**src/rtl/except_ctrl_pkg.sv**
```systemverilog
// Shared exception-control definitions: exception codes, raw flag bit positions,
// vector constants and controller state encoding. The CP0 block reuses this package.
package except_ctrl_pkg;

    typedef enum logic [3:0] {
        EXC_NONE = 4'd0,
        EXC_INT  = 4'd1,
        EXC_IF   = 4'd2,
        EXC_RI   = 4'd3,
        EXC_OV   = 4'd4,
        EXC_BP   = 4'd5,
        EXC_SYS  = 4'd6,
        EXC_ADEL = 4'd7,
        EXC_ADES = 4'd8,
        EXC_ERET = 4'd9
    } exc_type_e;

    localparam int FLAG_FETCH_ADEL = 0;
    localparam int FLAG_RI         = 1;
    localparam int FLAG_OV         = 2;
    localparam int FLAG_BP         = 3;
    localparam int FLAG_SYS        = 4;
    localparam int FLAG_DATA_ADEL  = 5;
    localparam int FLAG_ADES       = 6;
    localparam int FLAG_ERET       = 7;

    localparam int STATUS_IE  = 0;
    localparam int STATUS_EXL = 1;
    localparam int STATUS_BEV = 22;

    localparam logic [31:0] BEV_VECTOR     = 32'hBFC0_0380;
    localparam logic [11:0] EXC_VEC_OFFSET = 12'h180;

    typedef enum logic [1:0] {
        ST_IDLE  = 2'd0,
        ST_HOLD  = 2'd1,
        ST_DRAIN = 2'd2
    } ctrl_state_e;

    typedef enum logic [1:0] {
        BVA_NONE = 2'd0,
        BVA_PC   = 2'd1,
        BVA_ADDR = 2'd2
    } bva_sel_e;

    function automatic logic int_pending(input logic       ie,
                                         input logic       exl,
                                         input logic [7:0] im,
                                         input logic [7:0] ip);
        return ie & ~exl & (|(im & ip));
    endfunction

    // Offset is concatenated rather than added, so the low ebase bits never carry.
    function automatic logic [31:0] ebase_vector(input logic [19:0] ebase_hi);
        return {ebase_hi, EXC_VEC_OFFSET};
    endfunction

endpackage

```
**src/rtl/except_ctrl_exc_prio_enc.sv**
```systemverilog
// Pure priority encoder: picks the single highest-priority exception from the
// pending interrupt and raw MEM-stage flags, plus which value feeds badvaddr.
module exc_prio_enc
    import except_ctrl_pkg::*;
(
    input  logic [7:0] exc_flags,
    input  logic       int_pend,
    output exc_type_e  exc_type,
    output bva_sel_e   bva_sel
);

    always_comb begin
        exc_type = EXC_NONE;
        bva_sel  = BVA_NONE;
        if (int_pend) begin
            exc_type = EXC_INT;
        end else if (exc_flags[FLAG_FETCH_ADEL]) begin
            exc_type = EXC_IF;
            bva_sel  = BVA_PC;
        end else if (exc_flags[FLAG_RI]) begin
            exc_type = EXC_RI;
        end else if (exc_flags[FLAG_OV]) begin
            exc_type = EXC_OV;
        end else if (exc_flags[FLAG_BP]) begin
            exc_type = EXC_BP;
        end else if (exc_flags[FLAG_SYS]) begin
            exc_type = EXC_SYS;
        end else if (exc_flags[FLAG_DATA_ADEL]) begin
            exc_type = EXC_ADEL;
            bva_sel  = BVA_ADDR;
        end else if (exc_flags[FLAG_ADES]) begin
            exc_type = EXC_ADES;
            bva_sel  = BVA_ADDR;
        end else if (exc_flags[FLAG_ERET]) begin
            exc_type = EXC_ERET;
        end
    end

endmodule

```
**src/rtl/except_ctrl.sv**
```systemverilog
// MEM-stage exception controller: reports the committing exception to CP0, flushes
// the pipeline and holds a PC redirect until fetch accepts it. Optional BEV vector
// selection is enabled by defining EXCEPT_CTRL_BEV_EN.
module except_ctrl
    import except_ctrl_pkg::*;
(
    input  logic        clk,
    input  logic        rst,
    input  logic        mem_valid,
    input  logic [31:0] mem_pc,
    input  logic        mem_delayslot,
    input  logic [7:0]  mem_exc_flags,
    input  logic [31:0] mem_addr,
    input  logic [31:0] cp0_status,
    input  logic [31:0] cp0_cause,
    input  logic [31:0] cp0_epc,
    input  logic [31:0] cp0_ebase,
    input  logic        redirect_ready,
    output logic        mem_ready,
    output logic [3:0]  exc_type,
    output logic        exc_delayslot,
    output logic [31:0] exc_pc,
    output logic [31:0] exc_badvaddr,
    output logic        flush,
    output logic        redirect_valid,
    output logic [31:0] redirect_pc
);

    ctrl_state_e state_q, state_d;
    logic        flush_q, flush_d;
    logic        redirect_valid_q, redirect_valid_d;
    logic [31:0] redirect_pc_q, redirect_pc_d;

    logic        int_pend;
    exc_type_e   enc_type;
    bva_sel_e    enc_bva_sel;
    logic        take;
    exc_type_e   exc_type_sel;
    logic [31:0] vector_pc;
    logic [31:0] target_pc;
    logic        unused_cp0;

    assign int_pend = int_pending(cp0_status[STATUS_IE], cp0_status[STATUS_EXL],
                                  cp0_status[15:8], cp0_cause[15:8]);

    exc_prio_enc u_prio_enc (
        .exc_flags (mem_exc_flags),
        .int_pend  (int_pend),
        .exc_type  (enc_type),
        .bva_sel   (enc_bva_sel)
    );

    // Exceptions are only reported while idle, out of reset, with a real instruction.
    assign take         = rst & (state_q == ST_IDLE) & mem_valid;
    assign exc_type_sel = take ? enc_type : EXC_NONE;

    assign exc_type      = exc_type_sel;
    assign exc_pc        = take ? mem_pc : 32'h0;
    assign exc_delayslot = take & mem_delayslot;
    assign mem_ready     = rst & (state_q == ST_IDLE);

    always_comb begin
        exc_badvaddr = 32'h0;
        if (take) begin
            case (enc_bva_sel)
                BVA_PC:   exc_badvaddr = mem_pc;
                BVA_ADDR: exc_badvaddr = mem_addr;
                default:  exc_badvaddr = 32'h0;
            endcase
        end
    end

`ifdef EXCEPT_CTRL_BEV_EN
    assign vector_pc = cp0_status[STATUS_BEV] ? BEV_VECTOR : ebase_vector(cp0_ebase[31:12]);
`else
    assign vector_pc = ebase_vector(cp0_ebase[31:12]);
`endif

    assign target_pc  = (exc_type_sel == EXC_ERET) ? cp0_epc : vector_pc;
    assign unused_cp0 = ^{cp0_status, cp0_cause, cp0_ebase[11:0]};

    always_comb begin
        state_d          = state_q;
        flush_d          = 1'b0;
        redirect_valid_d = redirect_valid_q;
        redirect_pc_d    = redirect_pc_q;
        if (!rst) begin
            state_d          = ST_IDLE;
            redirect_valid_d = 1'b0;
            redirect_pc_d    = 32'h0;
        end else begin
            case (state_q)
                ST_IDLE: begin
                    if (exc_type_sel != EXC_NONE) begin
                        state_d          = ST_HOLD;
                        flush_d          = 1'b1;
                        redirect_valid_d = 1'b1;
                        redirect_pc_d    = target_pc;
                    end
                end
                ST_HOLD: begin
                    if (redirect_ready) begin
                        state_d          = ST_DRAIN;
                        redirect_valid_d = 1'b0;
                    end
                end
                // One quiet cycle so the CP0 EXL update is visible before new commits.
                ST_DRAIN: state_d = ST_IDLE;
                default: begin
                    state_d          = ST_IDLE;
                    redirect_valid_d = 1'b0;
                end
            endcase
        end
    end

    always_ff @(posedge clk) begin
        state_q          <= state_d;
        flush_q          <= flush_d;
        redirect_valid_q <= redirect_valid_d;
        redirect_pc_q    <= redirect_pc_d;
    end

    assign flush          = flush_q;
    assign redirect_valid = redirect_valid_q;
    assign redirect_pc    = redirect_pc_q;

endmodule

```
**config.mk**
```make
export PLATFORM = sky130hd
export DESIGN_NAME = except_ctrl
export DESIGN_NICKNAME = d
export VERILOG_FILES = /design/src/rtl/except_ctrl_pkg.sv /design/src/rtl/except_ctrl_exc_prio_enc.sv /design/src/rtl/except_ctrl.sv
export SDC_FILE = /design/constraint.sdc
export NUM_CORES = 1
export LEC_CHECK = 0
export BUFFER_PORTS_ARGS = -buffer_cell sky130_fd_sc_hd__buf_2
export CAP_MARGIN = 40
export CORE_AREA = 4 4 118 120
export DETAILED_ROUTE_END_ITERATION = 16
export DIE_AREA = 0 0 122 124
export PLACE_DENSITY = 0.48
export SYNTH_ARGS = -nofsm -noshare
export SYNTH_HDL_FRONTEND = slang
export SYNTH_SLANG_ARGS = --single-unit
export TNS_END_PERCENT = 5
```
**constraint.sdc**
```tcl
create_clock -name clk -period 4.95 [get_ports clk]
set_input_delay 0.7425 -clock clk [delete_from_list [all_inputs] [get_ports clk]]
set_output_delay 0.7425 -clock clk [all_outputs]
set_load 0.02 [all_outputs]
```
After elaboration in Yosys (flattened, before gate mapping):

Cells that the tools add are included.

* shift-type cells: 0
* divide/modulo/power cells: 0
* muxes and demuxes: 29
* eq/ne operators: 7
* $add $sub $neg: 0
* bitwise operators: 8
* reduce and logical (&&, ||, !) cells: 7
* magnitude comparators: 0
* multiply operators: 0

Operator list (count)
* two-way mux 32 bit: 3
* one-hot mux 32 bit (2 select lines): 1
* two-way mux 4 bit: 10
* two-way mux 2 bit: 10
* AND 8 bit: 1
* OR reduction 8 bit: 1
* AND reduction 2 bit: 3
* AND 1 bit: 5
* == test 2 x 1 -> 1 bit, second input constant: 2
* == test 2 bit, second input constant: 2
* == test 4 bit, second input constant: 1
* one-hot mux 2 bit (2 select lines): 1
* nonzero test 4 bit: 1
* two-way mux 1 bit: 3
* one-hot mux 1 bit (3 select lines): 1
* AND reduction 3 bit: 1
* zero test 2 bit: 1
* inequality test 2 x 1 -> 1 bit, second input constant: 1
* inequality test 2 bit, second input constant: 1
* NOT 1 bit: 2

* memories kept: 0
* memory bits (read-only): 0
* latch bits: 0
* output and inout bits: 104
* logic and storage cells: 55
* memory bits (writable): 0
* flip-flop bits (word level): 36
* bits of input ports: 205

Depth between registers and ports, before layout:

* depth in word-level cells: 13
* mapped depth: 9
* mapped depth without buffers: 8

By module:

From an unflattened synthesis, not the netlist that was laid out.

* cell total of the unflattened synthesis: 312
* area, all modules: 2452.4 um^2

By module, submodules not included
* except_ctrl: sequential area each 720.7 um^2, area each 2339.7 um^2, cells each 294, instances 1
* exc_prio_enc: sequential area each 0.0 um^2, area each 112.6 um^2, cells each 18, instances 1

Worst setup path after synthesis:

OpenSTA, ideal clock, no wires.

* kind: input to output
* start: input cp0_status[11]
* end: output exc_badvaddr[10]
* arrival: 2.641 ns
* data required time: 4.208 ns
* path slack: 1.567 ns
* stages on the path: 8
* buffers on the path: 1
* cell sequence: a22oi_1 a41o_1 nand2_1 or4_1 ha_1 nand2b_1 clkbuf_1 nor2_1

* word-level cells in the longest chain between the ends: 7
* elaborated cells between the ends (all ways): 8

RTL lines
* start: declaration: line except_ctrl.sv:14 `input logic [31:0] cp0_status,`
* AND 8 bit *: line except_ctrl_pkg.sv:50 `return ie & ~exl & (|(im & ip));`
* OR reduction 8 bit *: line except_ctrl_pkg.sv:50
* AND 1 bit *: line except_ctrl_pkg.sv:50
* two-way mux 2 bit *: line except_ctrl_exc_prio_enc.sv:15 `if (int_pend) begin`
* == test 2 bit or == test 2 x 1 -> 1 bit (tied branches): line except_ctrl.sv:65 `case (enc_bva_sel)`
* one-hot mux 32 bit (2 select lines) *: line except_ctrl.sv:65
* two-way mux 32 bit *: line except_ctrl.sv:64 `if (take) begin`
* end: declaration: line except_ctrl.sv:23 `output logic [31:0] exc_badvaddr,`

Mark *: on every way between the ends. The rest lies on a longest branch, timed or not.

Worst setup path after layout:

* start: input cp0_status[11]
* end: output exc_badvaddr[31]

Same word-level chain as after synthesis.

==> flow_summary.ini <==
[routing]
detail_route.vias_per_cell = 4.38
wl_met1_microns = 3830
wl_microns = 9740
drt_iter0_drc = 147
first_pass_iters = 4
top_layer_used = met4
vias = 3039
drc = 0
wl_per_cell_microns = 14.0
wl_met3_microns = 974
detail-route-antenna-nets = 0
wl_met2_microns = 4880

[synth]
netlist_top_cells_count = nor2_1 (37), a22oi_1 (36), dfxtp_1 (36), and3_1 (35), mux2i_1 (20)
synthMuxAreaShare = 0.0893
synth_top_area_cell = dfxtp_1
synth.most_common_cell = nor2_1
ys_warn_count = 0
synth_cell_type_count = 30
synth_area_leaders = dfxtp_1 (32%), a22oi_1 (12%), and3_1 (9.8%)
ys_ff_latch = 36
synthesis.nets = 486
synth-simple-area-share = 0.267
mappedNetlistArea_sq_um = 2240
synth-async-reset-ratio = 0
synthAdderAreaFrac = 0.0112
synthCells = 279
synth_compound_area_frac = 0.249
synth_xor_area_frac = 0
synth_top_area_frac = 0.322
synth_top_family_by_area = simple AND/OR/NAND/NOR gates
synth_edf_count = 0
ys.flop_type = dfxtp_1
ys_seq_area_frac = 0.322
avgSynthCellArea_sq_um = 8.03

[flow_run]
maxCapViolCount = 0

[clock_network]
cts_tree = yes
postCtsResizedCells = 0
clock-sinks = 36
clock_path_buffers = 2
numCtsBuffers = 5
clock_latency_ns = 0.27
path_clk_slew_ns = 0.06
cts_hold_buf = 0
post_cts_buffers = 0
cts_root_buf = clkbuf_16
htreeDepth = 2

[setup_path]
path_class = in2out
crit_chain = buf_2 > a22oi_1 > a41o_1 > nand2_1 > or4_1 > ha_1 > nand2b_1 > buf_4 > nor2_1 > buf_2
startpoint_type = input pin
path_delay_family = simple AND/OR/NAND/NOR gates
crit_path_frequent_cell = buf_2
worstPathMaxFanout = 32
crit_path_top_delay_cell = or4_1
cp.arrival_ns = 2.90
end_kind = primary output
cp_num_buf_inv = 3
required_ns = 4.21
max_stage_delay_ns = 0.45

[outcome]
outcome = complete, no violations

[place]
io_buffers = 250
dp_slack_ns = 1.31
dp_hpwl_microns = 7830
gp_congestion = 0.765

[power_and_ir_drop]
power.leakage_nw = 2.10
ir_drop_mv = 0.112
power.density_nw_per_um2 = 224

[die]
dieArea_sq_um = 15100
num_rows = 42
coreArea_sq_um = 13000
initial_core_util = 0.173
die_w_microns = 122
die_y_microns = 124
io-pin-count = 309

[finish]
fin_util = 0.292
drive_gt1_frac = 0.523
nets = 724
antenna_cells = 0
area_growth_pct = 69.2

[timing]
setup_ws_ns = 1.31
hold_violations = 0
setup_violations = 0
fin_crit_sh = 0.735
fmax_mhz = 275
tightest_slew_ns = 0.513
slew_violations = 0
maxSlewHeadroom = 0.658
tns_ns = 0
rsz0062_at_grt = false
fin_skew_ns = 0.00213
whs_ns = 0.455
fin_crit_ns = 3.64

[grt]
grt_overflow = 0
grtUsageTotal = 0.112
grt_pass1_wl_microns = 14000
grt_max_degree = 37
grt_pass1_vias = 2857
antenna_found_initial = 0

[worst_hold_path]
worstHoldPathType = reg2reg
[worst paths after layout]
check	slack (ns)	endpoint	cells after the start	startpoint
setup / recovery	1.31	exc_badvaddr[31]	10	cp0_status[11]
setup reg to reg	2.75	redirect_pc[28]$_SDFFE_PN0P_	7	state_q[1]$_SDFFE_PN0P_
hold reg to reg	0.45	redirect_pc[25]$_SDFFE_PN0P_	2	redirect_pc[25]$_SDFFE_PN0P_
hold / removal	0.45	redirect_pc[25]$_SDFFE_PN0P_	2	redirect_pc[25]$_SDFFE_PN0P_
[metal layers]
layer | vias up | global-route usage
met5 | - | 0
met4 | 0 | 0.0252
met3 | 6 | 0.0291
met2 | 149 | 0.208
met1 | 1382 | 0.130
li1 | 1502 | -
[cell type report]
cell class                      instances  area, sq um
Inverter                                4         15.0
Clock inverter                          3         18.8
Tap cell                              176          220
Sequential cell                        36          721
Fill cell                            1465         9190
Clock buffer                            5          125
Timing Repair Buffer                  257         1310
Multi-Input combinational cell        213         1380
[per-stage QoR]
step | power [mW] | instance area, sq um | std cells
after global placement | 0.546 | 3630 | 685
after global routing | 0.902 | 3790 | 694
after floorplan | 0.437 | 2240 | 279
after CTS | 0.867 | 3790 | 694
after detailed placement | 0.551 | 3650 | 686
final | 0.848 | 3790 | 694
[state kept, by name, indices dropped and copies added, names as in the netlist]
register,flops
redirect_pc,32
flush,1
redirect_valid,1
state_q,2
[power breakdown]
| group | switching [mW] | total (mW) | internal (mW) | leakage [nW] |
|---|---|---|---|---|
| logic | 0.131 | 0.229 | 0.0977 | 1.73 |
| registers | 0.00838 | 0.315 | 0.307 | 0.295 |
| clock network | 0.119 | 0.304 | 0.185 | 0.0736 |
[tightest hold or removal path: stages (launching register included)]
cell,delay (ns)
dfxtp_1,0.30
nand3_1,0.05
o21ai_1,0.05
[kinds of logic after synthesis]
| group | after synthesis |
|---|---|
| DFF | 36 |
| AOI/OAI and AO/OA | 81 |
| muxes | 20 |
| and+or+nand+nor | 110 |
| adders and majority gates | 2 |
| buffers and inverters | 30 |
[placed cells by master, fill, tap and decap left out, drive strengths merged, types with 3 or more instances in the layout]
| master | instances |
|---|---|
| o21ai | 23 |
| a22oi | 36 |
| buf | 257 |
| dfxtp | 36 |
| nand2b | 4 |
| a22o | 10 |
| mux2i | 20 |
| nor2 | 37 |
| inv | 4 |
| nor3b | 3 |
| nand3 | 19 |
| and3 | 35 |
| clkbuf | 5 |
| clkinv | 3 |
| and2 | 3 |
| nand2 | 4 |
| a21oi | 6 |
Power figures use the tool's default switching activity.
